--- config.mk ---
export PLATFORM = sky130hd
export DESIGN_NAME = serial_parity_framer
export DESIGN_NICKNAME = d
export VERILOG_FILES = /design/src/rtl/serial_parity_framer_pkg.sv /design/src/rtl/parity_toggle_cell.sv /design/src/rtl/serial_parity_framer.sv
export SDC_FILE = /design/constraint.sdc
export NUM_CORES = 1
export LEC_CHECK = 0
export BUFFER_PORTS_ARGS = -buffer_cell sky130_fd_sc_hd__buf_2
export CORE_ASPECT_RATIO = 1.25
export CORE_MARGIN = 4
export CORE_UTILIZATION = 47
export CTS_CLUSTER_SIZE = 25
export DETAILED_ROUTE_END_ITERATION = 7
export PLACE_DENSITY = 0.73
export RECOVER_POWER = 50
export SLEW_MARGIN = 20
export SYNTH_ARGS = -nofsm -noshare
export SYNTH_HDL_FRONTEND = slang
export SYNTH_HIERARCHICAL = 1
export SYNTH_SLANG_ARGS = --single-unit
--- constraint.sdc ---
create_clock -name CLK -period 1.9 [get_ports CLK]
set_clock_uncertainty 0.15 [all_clocks]
set_input_delay 0.38 -clock CLK [delete_from_list [all_inputs] [get_ports CLK]]
set_output_delay 0.38 -clock CLK [all_outputs]
set_load 0.03 [all_outputs]
--- src/rtl/serial_parity_framer_pkg.sv ---
// Shared types and constants for the serial parity framer.
package serial_parity_pkg;

    typedef enum logic [1:0] {
        S_IDLE = 2'd0,
        S_DATA = 2'd1,
        S_PAR  = 2'd2
    } state_e;

    localparam logic MODE_GEN = 1'b0;
    localparam logic MODE_CHK = 1'b1;

endpackage

--- src/rtl/parity_toggle_cell.sv ---
// Single-bit parity accumulator: loads a start value, toggles on each 1, holds on 0.
module parity_toggle_cell #(
    parameter logic INIT = 1'b0
) (
    input  logic clk,
    input  logic reset,
    input  logic load,
    input  logic load_val,
    input  logic toggle,
    output logic q
);

    logic p_d;
    logic p_q;

    always_comb begin
        p_d = p_q;
        if (load) begin
            p_d = load_val;
        end else if (toggle) begin
            p_d = ~p_q;
        end
    end

    always_ff @(posedge clk) begin
        if (!reset) begin
            p_q <= INIT;
        end else begin
            p_q <= p_d;
        end
    end

    assign q = p_q;

endmodule

--- src/rtl/serial_parity_framer.sv ---
// Frames a qualified serial bitstream into WORD_W-bit words and generates or checks parity.
module serial_parity_framer
    import serial_parity_pkg::*;
#(
    parameter int WORD_W = 8,
    parameter bit ODD    = 1'b0,
    parameter int CNT_W  = 8,
    parameter int BC_W   = $clog2(WORD_W + 1)
) (
    input  logic             CLK,
    input  logic             reset,
    input  logic             D_in,
    input  logic             D_valid,
    input  logic             check_en,
    input  logic             clr_err,
    output logic             P_run,
    output logic [BC_W-1:0]  bit_cnt,
    output logic             busy,
    output logic             frame_done,
    output logic             parity_out,
    output logic             parity_err,
    output logic [CNT_W-1:0] err_cnt
);

    localparam logic [BC_W-1:0]  LAST_CNT = BC_W'(WORD_W - 1);
    localparam logic [BC_W-1:0]  FULL_CNT = BC_W'(WORD_W);
    localparam logic [BC_W-1:0]  ONE_CNT  = BC_W'(1);
    localparam logic [CNT_W-1:0] ERR_MAX  = {CNT_W{1'b1}};

    state_e           state_d, state_q;
    logic [BC_W-1:0]  bit_cnt_d, bit_cnt_q;
    logic             mode_d, mode_q;
    logic             busy_d, busy_q;
    logic             frame_done_d, frame_done_q;
    logic             parity_out_d, parity_out_q;
    logic             parity_err_d, parity_err_q;
    logic [CNT_W-1:0] err_cnt_d, err_cnt_q;
    logic             set_err;
    logic             p_load;
    logic             p_toggle;
    logic             p_run;

    parity_toggle_cell #(
        .INIT (ODD)
    ) u_parity (
        .clk      (CLK),
        .reset    (reset),
        .load     (p_load),
        .load_val (ODD ^ D_in),
        .toggle   (p_toggle),
        .q        (p_run)
    );

    always_comb begin
        state_d      = state_q;
        bit_cnt_d    = bit_cnt_q;
        mode_d       = mode_q;
        frame_done_d = 1'b0;
        parity_out_d = parity_out_q;
        parity_err_d = parity_err_q;
        set_err      = 1'b0;
        p_load       = 1'b0;
        p_toggle     = 1'b0;
        if (D_valid) begin
            case (state_q)
                S_IDLE: begin
                    state_d   = S_DATA;
                    bit_cnt_d = ONE_CNT;
                    mode_d    = check_en;
                    p_load    = 1'b1;
                end
                S_DATA: begin
                    p_toggle = D_in;
                    if (bit_cnt_q == LAST_CNT) begin
                        if (mode_q == MODE_CHK) begin
                            state_d   = S_PAR;
                            bit_cnt_d = FULL_CNT;
                        end else begin
                            state_d      = S_IDLE;
                            bit_cnt_d    = '0;
                            frame_done_d = 1'b1;
                            parity_out_d = p_run ^ D_in;
                            parity_err_d = 1'b0;
                        end
                    end else begin
                        bit_cnt_d = bit_cnt_q + ONE_CNT;
                    end
                end
                S_PAR: begin
                    // The received parity bit is compared, never folded into P_run.
                    state_d      = S_IDLE;
                    bit_cnt_d    = '0;
                    frame_done_d = 1'b1;
                    parity_out_d = p_run;
                    parity_err_d = (D_in != p_run);
                    set_err      = (D_in != p_run);
                end
                default: begin
                    state_d   = S_IDLE;
                    bit_cnt_d = '0;
                end
            endcase
        end
        busy_d = (state_d != S_IDLE);
    end

    always_comb begin
        err_cnt_d = err_cnt_q;
        if (clr_err) begin
            err_cnt_d = '0;
        end else if (set_err && (err_cnt_q != ERR_MAX)) begin
            err_cnt_d = err_cnt_q + CNT_W'(1);
        end
    end

    always_ff @(posedge CLK) begin
        if (!reset) begin
            state_q      <= S_IDLE;
            bit_cnt_q    <= '0;
            mode_q       <= MODE_GEN;
            busy_q       <= 1'b0;
            frame_done_q <= 1'b0;
            parity_out_q <= ODD;
            parity_err_q <= 1'b0;
            err_cnt_q    <= '0;
        end else begin
            state_q      <= state_d;
            bit_cnt_q    <= bit_cnt_d;
            mode_q       <= mode_d;
            busy_q       <= busy_d;
            frame_done_q <= frame_done_d;
            parity_out_q <= parity_out_d;
            parity_err_q <= parity_err_d;
            err_cnt_q    <= err_cnt_d;
        end
    end

    assign P_run      = p_run;
    assign bit_cnt    = bit_cnt_q;
    assign busy       = busy_q;
    assign frame_done = frame_done_q;
    assign parity_out = parity_out_q;
    assign parity_err = parity_err_q;
    assign err_cnt    = err_cnt_q;

endmodule

### After elaboration in Yosys (flattened, before gate mapping)

Index checks and enable logic that the tools add are counted.
W data, S select, Z words.

| cells by class | value |
|---|---|
| reductions and logical operators | 9 |
| $add $sub $neg | 2 |
| multiplexer cells | 24 |
| bitwise logic cells | 3 |
| equality and inequality tests | 7 |

Operator list:

| operator | number |
|---|---|
| $mux W1 | 14 |
| $add A8 B1 Y8 const B | 1 |
| $mux W4 | 2 |
| $ne A8 B8 Y1 const B | 1 |
| $pmux W4 S2 | 1 |
| $mux W2 | 3 |
| $pmux W1 S2 | 3 |
| $reduce_bool A2 Y1 | 3 |
| $add A4 B1 Y4 const B | 1 |
| $eq A4 B3 Y1 const B | 1 |
| $ne A2 B2 Y1 const B | 2 |
| $pmux W2 S2 | 1 |
| $reduce_and A2 Y1 | 2 |
| $reduce_and A4 Y1 | 1 |
| $eq A2 B1 Y1 const B | 1 |
| $eq A2 B2 Y1 const B | 1 |
| $logic_not A2 Y1 | 1 |
| $not A1 Y1 | 2 |
| $reduce_or A2 Y1 | 1 |
| $logic_and A1 B1 Y1 | 1 |
| $ne A1 B1 Y1 | 1 |
| $xor A1 B1 Y1 | 1 |

| storage, ports and cells | value |
|---|---|
| word-level logic and storage cells | 54 |
| output and inout bits | 17 |
| bits in registers | 20 |
| bits of input ports | 6 |

### Depth between registers and ports, before layout

Gate-level depths: netlist of run 1.

| depth | value |
|---|---|
| depth after elaboration | 5 |
| depth in mapped cells | 7 |
| depth with buffers taken out | 7 |

### By module

Netlist of run 1, hierarchy kept.

Modules (own cells, without submodules):

| module | cells each | instances | area an instance (um2) | sequential area each (um2) |
|---|---|---|---|---|
| serial_parity_framer | 121 | 1 | 993.5 | 380.4 |
| parity_toggle_cell | 4 | 1 | 45.0 | 20.0 |

### Worst setup path after synthesis of run 1

OpenSTA, ideal clock, no wires.

| timing | value |
|---|---|
| kind | register to register |
| start point | register u_parity.p_q (netlist: u_parity/q) |
| end point | register err_cnt_q[5] (netlist: err_cnt[5]) |
| period minus slack after synthesis | 1.866 ns |
| buffers on the path | 0 |
| data required time | 1.614 ns |
| slack | 0.034 ns |
| data arrival time | 1.580 ns |
| cell stages (with the launch flop) | 5 |
| library setup time | 0.136 ns |
| path through | dfxtp_1 > xnor2_1 > or3_4 > o311ai_1 > o41ai_1 |

| on the way | value |
|---|---|
| cells in the longest elaborated chain, start to end | 4 |

Ends and longest elaborated chain:

| what | line | source |
|---|---|---|
| from (decl) | parity_toggle_cell.sv:14 | `logic p_q;` |
| from (signal assigned) | parity_toggle_cell.sv:29 | `p_q <= p_d;` |
| $ne A1 B1 Y1 | serial_parity_framer.sv:96 | `set_err = (D_in != p_run);` |
| $mux W1 | serial_parity_framer.sv:65 | `case (state_q)` |
| $mux W1 | serial_parity_framer.sv:64 | `if (D_valid) begin` |
| $logic_and A1 B1 Y1 | serial_parity_framer.sv:111 | `end else if (set_err && (err_cnt_q != ERR_MAX)) begin` |
| to (signal assigned) | serial_parity_framer.sv:134 | `err_cnt_q <= err_cnt_d;` |
| to (decl) | serial_parity_framer.sv:37 | `logic [CNT_W-1:0] err_cnt_d, err_cnt_q;` |

Every way passes these cells.
A chain may end at the register's enable or synchronous reset.

### Final worst setup path of run 1

| timing | value |
|---|---|
| start point | register state_q[0] |
| end point | register err_cnt_q[5] (netlist: err_cnt[5]) |

| on the way | value |
|---|---|
| cells in the longest elaborated chain, start to end | 4 |

Ends and longest elaborated chain:

| what | line | source |
|---|---|---|
| from (decl) | serial_parity_framer.sv:30 | `state_e state_d, state_q;` |
| from (signal assigned) | serial_parity_framer.sv:127 | `state_q <= state_d;` |
| $eq A2 B2 Y1 | serial_parity_framer.sv:65 |  |
| $mux W1 | serial_parity_framer.sv:65 |  |
| $mux W1 | serial_parity_framer.sv:64 |  |
| $logic_and A1 B1 Y1 | serial_parity_framer.sv:111 |  |

Every way passes these cells.

==> results of run 1 <==
## logic make-up after synthesis
kind of cell    count (synthesis)  synth area share [%]
xor+xnor                        5                 4.218
buf+inv                        10                 3.734
flops                          20                 38.55
fa+ha+maj                       5                 6.024
compound gates                 31                 20.60
mux                             2                 1.928
simple gates                   52                 24.94
## synthesized netlist by cell type (all sizes together), types with 2 or more instances
cell | n | share of area (%)
a211oi | 3 | 2.2
nor2b | 2 | 1.2
nor3 | 3 | 1.4
o32ai | 2 | 1.7
o21ai | 7 | 3.4
xnor2 | 3 | 2.5
a31oi | 3 | 1.8
and3 | 3 | 1.8
nand3 | 6 | 2.9
inv | 6 | 2.2
ha | 5 | 6.0
a21oi | 7 | 3.4
mux2i | 2 | 1.9
dfxtp | 20 | 39
clkbuf | 3 | 1.2
nor2 | 13 | 4.7
xor2 | 2 | 1.7
nand2 | 14 | 5.1
nand2b | 3 | 1.8
## placed cells by master (no fill, tap or decap), types with 2 or more instances in the layout
| master | count |
|---|---|
| buf_4 | 4 |
| clkbuf_4 | 3 |
| a211oi_1 | 3 |
| nand2_1 | 14 |
| o21ai_0 | 7 |
| and3_1 | 3 |
| xnor2_1 | 3 |
| o32ai_1 | 2 |
| inv_1 | 6 |
| nand2b_1 | 3 |
| nor2b_1 | 2 |
| nand3_1 | 6 |
| nor2_1 | 13 |
| ha_1 | 5 |
| nor3_1 | 3 |
| mux2i_1 | 2 |
| xor2_1 | 2 |
| dfxtp_1 | 20 |
| a31oi_1 | 3 |
| buf_2 | 7 |
| a21oi_1 | 7 |
| clkbuf_1 | 16 |
## flip-flops by register name, summed over array words and instances (netlist names)
name / cells
err_cnt: 8
bit_cnt: 4
state_q: 2
busy: 1
frame_done: 1
mode_q: 1
parity_err: 1
parity_out: 1
u_parity/q: 1
## routing by layer
metal | routed length [um] | vias up
met5 | 0 | -
met4 | 35 | 0
met3 | 96 | 4
met2 | 1131 | 23
met1 | 984 | 453
li1 | - | 502
## area by class of cell
class	instances	area, um^2	area share [%]
clock buffers	3	22.52	1.820
clock inverters	1	30.03	2.427
inverters	6	22.52	1.820
multi-input cells	95	599.3	48.43
flip-flops and latches	20	400.4	32.36
well taps	30	37.54	3.033
repair buffers	27	125.1	10.11
## through the flow
step                total power, mW  instances  hold slack (ns)  setup slack (ns)  utilization [%]
global route                 0.9126        182           0.1530           0.05222            60.38
CTS                          0.8922        182           0.1433            0.1394            61.48
finish                       0.8761        182           0.1502            0.1403            60.38
detailed placement           0.5436        178           0.3449            0.1608            58.91
global placement             0.5414        178           0.3338            0.1986            58.91
floorplan                    0.5092        125           0.3252           0.03406                -
## worst max-delay path, stage by stage (launching register included)
cell and delay [ns]:
dfxtp_1 0.35, inv_1 0.08, ha_1 0.19, nand2_1 0.08, or3_4 0.42, o311ai_1 0.28, o41ai_1 0.11
## power groups by stage
stage	Clock, mW	Sequential (mW)	Combinational [mW]
final	0.345	0.438	0.0923
after global routing	0.371	0.440	0.102
after global placement	0	0.447	0.0946
after floorplan	0	0.458	0.0511
after detailed placement	0	0.448	0.0958
after CTS	0.358	0.438	0.0961
## how the worst min path moves through the flow
| stage | from | to | slack (ns) | cells after the start |
|---|---|---|---|---|
| floorplan | mode_q$_SDFFE_PN0P_ | mode_q$_SDFFE_PN0P_ | 0.33 | 2 |
| global placement | bit_cnt[1]$_SDFFE_PN0P_ | bit_cnt[1]$_SDFFE_PN0P_ | 0.33 | 2 |
| detailed placement | bit_cnt[1]$_SDFFE_PN0P_ | bit_cnt[1]$_SDFFE_PN0P_ | 0.34 | 2 |
| CTS | check_en | mode_q$_SDFFE_PN0P_ | 0.14 | 3 |
| global route | check_en | mode_q$_SDFFE_PN0P_ | 0.15 | 3 |
| finish | check_en | mode_q$_SDFFE_PN0P_ | 0.15 | 3 |
==> impl_metrics.py, run 1 <==
metrics = {
    "worst_setup_path": {
        "worstRegToRegCells": 6,
        "regToRegSetupSlack_ns": 0.14,
        "cp-start-kind": "flip-flop",
        "cp-end-kind": "flip-flop",
        "crit_type": "reg2reg",
        "arrival_ns": 1.80,
        "worstPathMaxFanout": 4,
        "r2r_start": "state_q[0]$_SDFF_PN0_",
        "crit_start": "state_q[0]$_SDFF_PN0_",
        "r2r_end": "err_cnt[5]$_SDFFE_PP0P_",
        "critPathRequiredTime_ns": 1.94,
        "critPathCapture": "err_cnt[5]$_SDFFE_PP0P_",
    },
    "clocking": {
        "clock_latency_ns": 0.30,
        "cts_buffer_depth": 2,
        "cts_buffers": 3,
        "cts_resized": 0,
        "post_cts_buffers": 0,
        "cts_sinks": 20,
        "cts_root_buffer": "clkbuf_4",
        "ctsHoldBuffers": 0,
        "cts_tree": "yes",
        "clk_pin_slew_ns": 0.12,
        "htree_levels": 1,
    },
    "final_layout": {
        "finalNetCount": 164,
        "insertedDiodeCount": 0,
        "fin_area_um2": 1237,
        "drive_gt1_share_pct": 13.16,
        "nFillCells": 198,
        "layout-area-overhead-vs-synth_pct": 19.16,
    },
    "power": {
        "p_sw_mw": 0.2010,
        "p_leak_nw": 0.4879,
        "p_sw_share_pct": 22.95,
        "cellInternalPower_mw": 0.6750,
        "p_seq_share_pct": 50.0,
        "combPwrFrac_pct": 10.5,
        "p_clk_share_pct": 39.4,
        "power_density_nw_per_um2": 708.0,
        "ir_drop_mv": 0.5702,
    },
    "floorplan": {
        "coreArea_um2": 2049,
        "die_h_um": 60.56,
        "core.rowCount": 18,
        "initial_core_util_pct": 50.67,
        "pin_count": 23,
        "dieWidth_um": 50.05,
        "die_area_um2": 3030,
    },
    "global_routing": {
        "busiest_layer": "met2",
        "grt_pass1_wl_um": 3670,
        "grt_use_met3_pct": 2.948,
        "grt_pass1_vias": 856,
        "grt_use_total_pct": 15.78,
        "overflow": 0,
        "use_met1_pct": 17.62,
        "grt_use_met2_pct": 28.36,
        "grt_max_degree": 15,
        "antenna_found_initial": 0,
    },
    "sta": {
        "setup_viol": 0,
        "drv_slew": 0,
        "timing.fmax_mhz": 568.3,
        "rsz0062_at_grt": "false",
        "hold_viol_final": 0,
        "min_period_ns": 1.760,
        "slew_headroom_pct": 75.61,
        "final.period_utilization_pct": 92.62,
        "tightest_slew_ns": 0.3675,
        "tns_ns": 0,
    },
    "drt": {
        "vias": 982,
        "wl_per_cell_um": 12.35,
        "first_pass_iters": 4,
        "routed_wl_um": 2247,
        "drt_iter0_drc": 12,
        "drc": 0,
        "vias_per_cell": 5.396,
        "ant_nets": 0,
    },
    "placement": {
        "gp_congestion": 0.8418,
        "postPlaceCellArea_um2": 1207,
        "io_buffers": 22,
        "hpwl_um": 1723,
    },
    "job": {
        "maxCapViolCount": 0,
    },
    "synthesis": {
        "yosys.cell_types.count": 38,
        "netlist_instances": 125,
        "ys_seq_area_share_pct": 38.55,
        "synth_nets": 136,
        "synth_seq_cells": 20,
        "synth_edf_count": 0,
        "avgSynthCellArea_um2": 8.308,
        "ys_warn_count": 6,
        "synth-main-ff-cell": "dfxtp_1",
        "async_flop_share_pct": 0,
        "syn_area_um2": 1038,
    },
    "run_status": {
        "status": "finished clean",
    },
    "min_path": {
        "min-delay-path-class": "in2reg",
    },
}
No activity file was read; power rests on OpenSTA's default activity.
==> run 2: changes to the inputs <==
--- a/config.mk
+++ b/config.mk
@@ -11,6 +11,7 @@
 export CORE_UTILIZATION = 47
 export CTS_CLUSTER_SIZE = 25
 export DETAILED_ROUTE_END_ITERATION = 7
+export MAX_ROUTING_LAYER = met4
 export PLACE_DENSITY = 0.73
 export RECOVER_POWER = 50
 export SLEW_MARGIN = 20
==> run 2 against run 1 <==
Against the previous run:
- sequential share of layout area stayed put
- register-to-register slack hardly changed
- combinational power hardly changed
- power hardly changed
- first-iteration DRC count stayed put
- core utilization stayed put
- critical endpoint unchanged
- largest cell class unchanged
- largest power group unchanged
==> impl_metrics.py, run 2 (synthesis gave the netlist of run 1 again) <==
metrics = {
    "run_status": {
        "status": "finished clean",
    },
    "min_path": {
        "hold_path_depth": 3,
        "min-delay-path-class": "in2reg",
        "hold_path_end": "mode_q$_SDFFE_PN0P_",
        "min_from": "check_en",
    },
    "power": {
        "p_seq_share_pct": 50.0,
        "p_clk_share_pct": 39.4,
        "combPwrFrac_pct": 10.5,
        "finalPower_mw": 0.8760,
        "p_sw_mw": 0.2010,
        "cellInternalPower_mw": 0.6750,
        "ir_drop_mv": 0.5701,
        "power_density_nw_per_um2": 707.9,
        "p_leak_nw": 0.4879,
        "p_sw_share_pct": 22.94,
    },
    "drt": {
        "drt_iter0_drc": 12,
        "routed_wl_um": 2247,
        "wl_per_cell_um": 12.35,
        "ant_nets": 0,
        "vias": 982,
        "drc": 0,
        "vias_per_cell": 5.396,
        "first_pass_iters": 4,
    },
    "floorplan": {
        "initial_core_util_pct": 50.67,
        "pin_count": 23,
        "die_area_um2": 3030,
        "core.rowCount": 18,
        "coreArea_um2": 2049,
        "dieWidth_um": 50.05,
        "die_h_um": 60.56,
    },
    "sta": {
        "setup_viol": 0,
        "tns_ns": 0,
        "worst_slack_ns": 0.1403,
        "final.period_utilization_pct": 92.62,
        "hold_viol_final": 0,
        "slew_headroom_pct": 75.61,
        "tightest_slew_ns": 0.3675,
        "rsz0062_at_grt": "false",
        "timing.fmax_mhz": 568.3,
        "min_period_ns": 1.760,
        "drv_slew": 0,
    },
    "clocking": {
        "cts_buffers": 3,
        "post_cts_buffers": 0,
        "cts_tree": "yes",
        "clk_pin_slew_ns": 0.12,
        "clock_latency_ns": 0.30,
        "cts_buffer_depth": 2,
        "cts_resized": 0,
        "htree_levels": 1,
        "cts_root_buffer": "clkbuf_4",
        "ctsHoldBuffers": 0,
        "cts_sinks": 20,
    },
    "final_layout": {
        "layout-area-overhead-vs-synth_pct": 19.16,
        "mostFrequentLayoutCells": "dfxtp_1, clkbuf_1, nand2_1",
        "drive_gt1_share_pct": 13.16,
        "largest_register_ffs": 8,
        "nFillCells": 198,
        "insertedDiodeCount": 0,
        "finalNetCount": 164,
        "layoutNonFillerInstCount": 182,
        "fin_area_um2": 1237,
        "layout_commonest_cell": "dfxtp_1",
    },
    "global_routing": {
        "grt_max_degree": 15,
        "busiest_layer": "met2",
        "grt_pass1_vias": 856,
        "grt_pass1_wl_um": 3670,
        "antenna_found_initial": 0,
        "overflow": 0,
        "use_met1_pct": 17.92,
        "grt_use_total_pct": 16.29,
        "grt_use_met3_pct": 2.457,
        "grt_use_met2_pct": 28.36,
    },
    "placement": {
        "dpl.cell_count": 178,
        "pre_cts_slack_ns": 0.1608,
        "io_buffers": 22,
        "hpwl_um": 1723,
        "postPlaceCellArea_um2": 1207,
        "gp_congestion": 0.8549,
    },
    "job": {
        "maxCapViolCount": 0,
    },
    "worst_setup_path": {
        "regToRegSetupSlack_ns": 0.14,
        "crit_type": "reg2reg",
        "cp-end-kind": "flip-flop",
        "r2r_start": "state_q[0]$_SDFF_PN0_",
        "worstRegToRegCells": 6,
        "worstPathMaxFanout": 4,
        "arrival_ns": 1.80,
        "crit_start": "state_q[0]$_SDFF_PN0_",
        "critPathRequiredTime_ns": 1.94,
        "r2r_end": "err_cnt[5]$_SDFFE_PP0P_",
        "cp-start-kind": "flip-flop",
    },
}
run 2: area by class of cell:
type	instances	area, um^2	area share [%]
Timing Repair Buffer	27	125.1	10.11
Tap cell	30	37.54	3.033
Inverter	6	22.52	1.820
Clock buffer	3	22.52	1.820
Sequential cell	20	400.4	32.36
Multi-Input combinational cell	95	599.3	48.43
Clock inverter	1	30.03	2.427
run 2: per-layer routing:
layer	up-vias	share of wire [%]
li1	502	-
met1	453	44
met2	23	50
met3	4	3.7
met4	0	1.6
met5	-	0
run 2: power groups by stage:
stage               Clock (mW)  Combinational (mW)  Sequential (mW)
CTS                      0.358              0.0961            0.438
global placement             0              0.0946            0.447
global route             0.371               0.102            0.440
floorplan                    0              0.0511            0.458
detailed placement           0              0.0958            0.448
finish                   0.345              0.0923            0.438
run 2: stage by stage:
stage / util [%] / hold WS (ns)
global placement: 58.91 / 0.3338
floorplan: - / 0.3252
CTS: 61.48 / 0.1433
finish: 60.38 / 0.1502
detailed placement: 58.91 / 0.3449
global route: 60.38 / 0.1530
run 2: how the worst max path moves through the flow:
stage / end / slack (ns) / depth (start not counted)
after detailed placement: err_cnt[5]$_SDFFE_PP0P_ / 0.16 / 6
after floorplan: err_cnt[5]$_SDFFE_PP0P_ / 0.03 / 4
final: err_cnt[5]$_SDFFE_PP0P_ / 0.14 / 6
after global routing: err_cnt[5]$_SDFFE_PP0P_ / 0.05 / 6
after global placement: err_cnt[5]$_SDFFE_PP0P_ / 0.20 / 6
after CTS: err_cnt[5]$_SDFFE_PP0P_ / 0.14 / 6
run 2: worst max-delay path, cell delays in order, from the launching register on:
cell      delay [ns]
dfxtp_1         0.35
inv_1           0.08
ha_1            0.19
nand2_1         0.08
or3_4           0.42
o311ai_1        0.28
o41ai_1         0.11
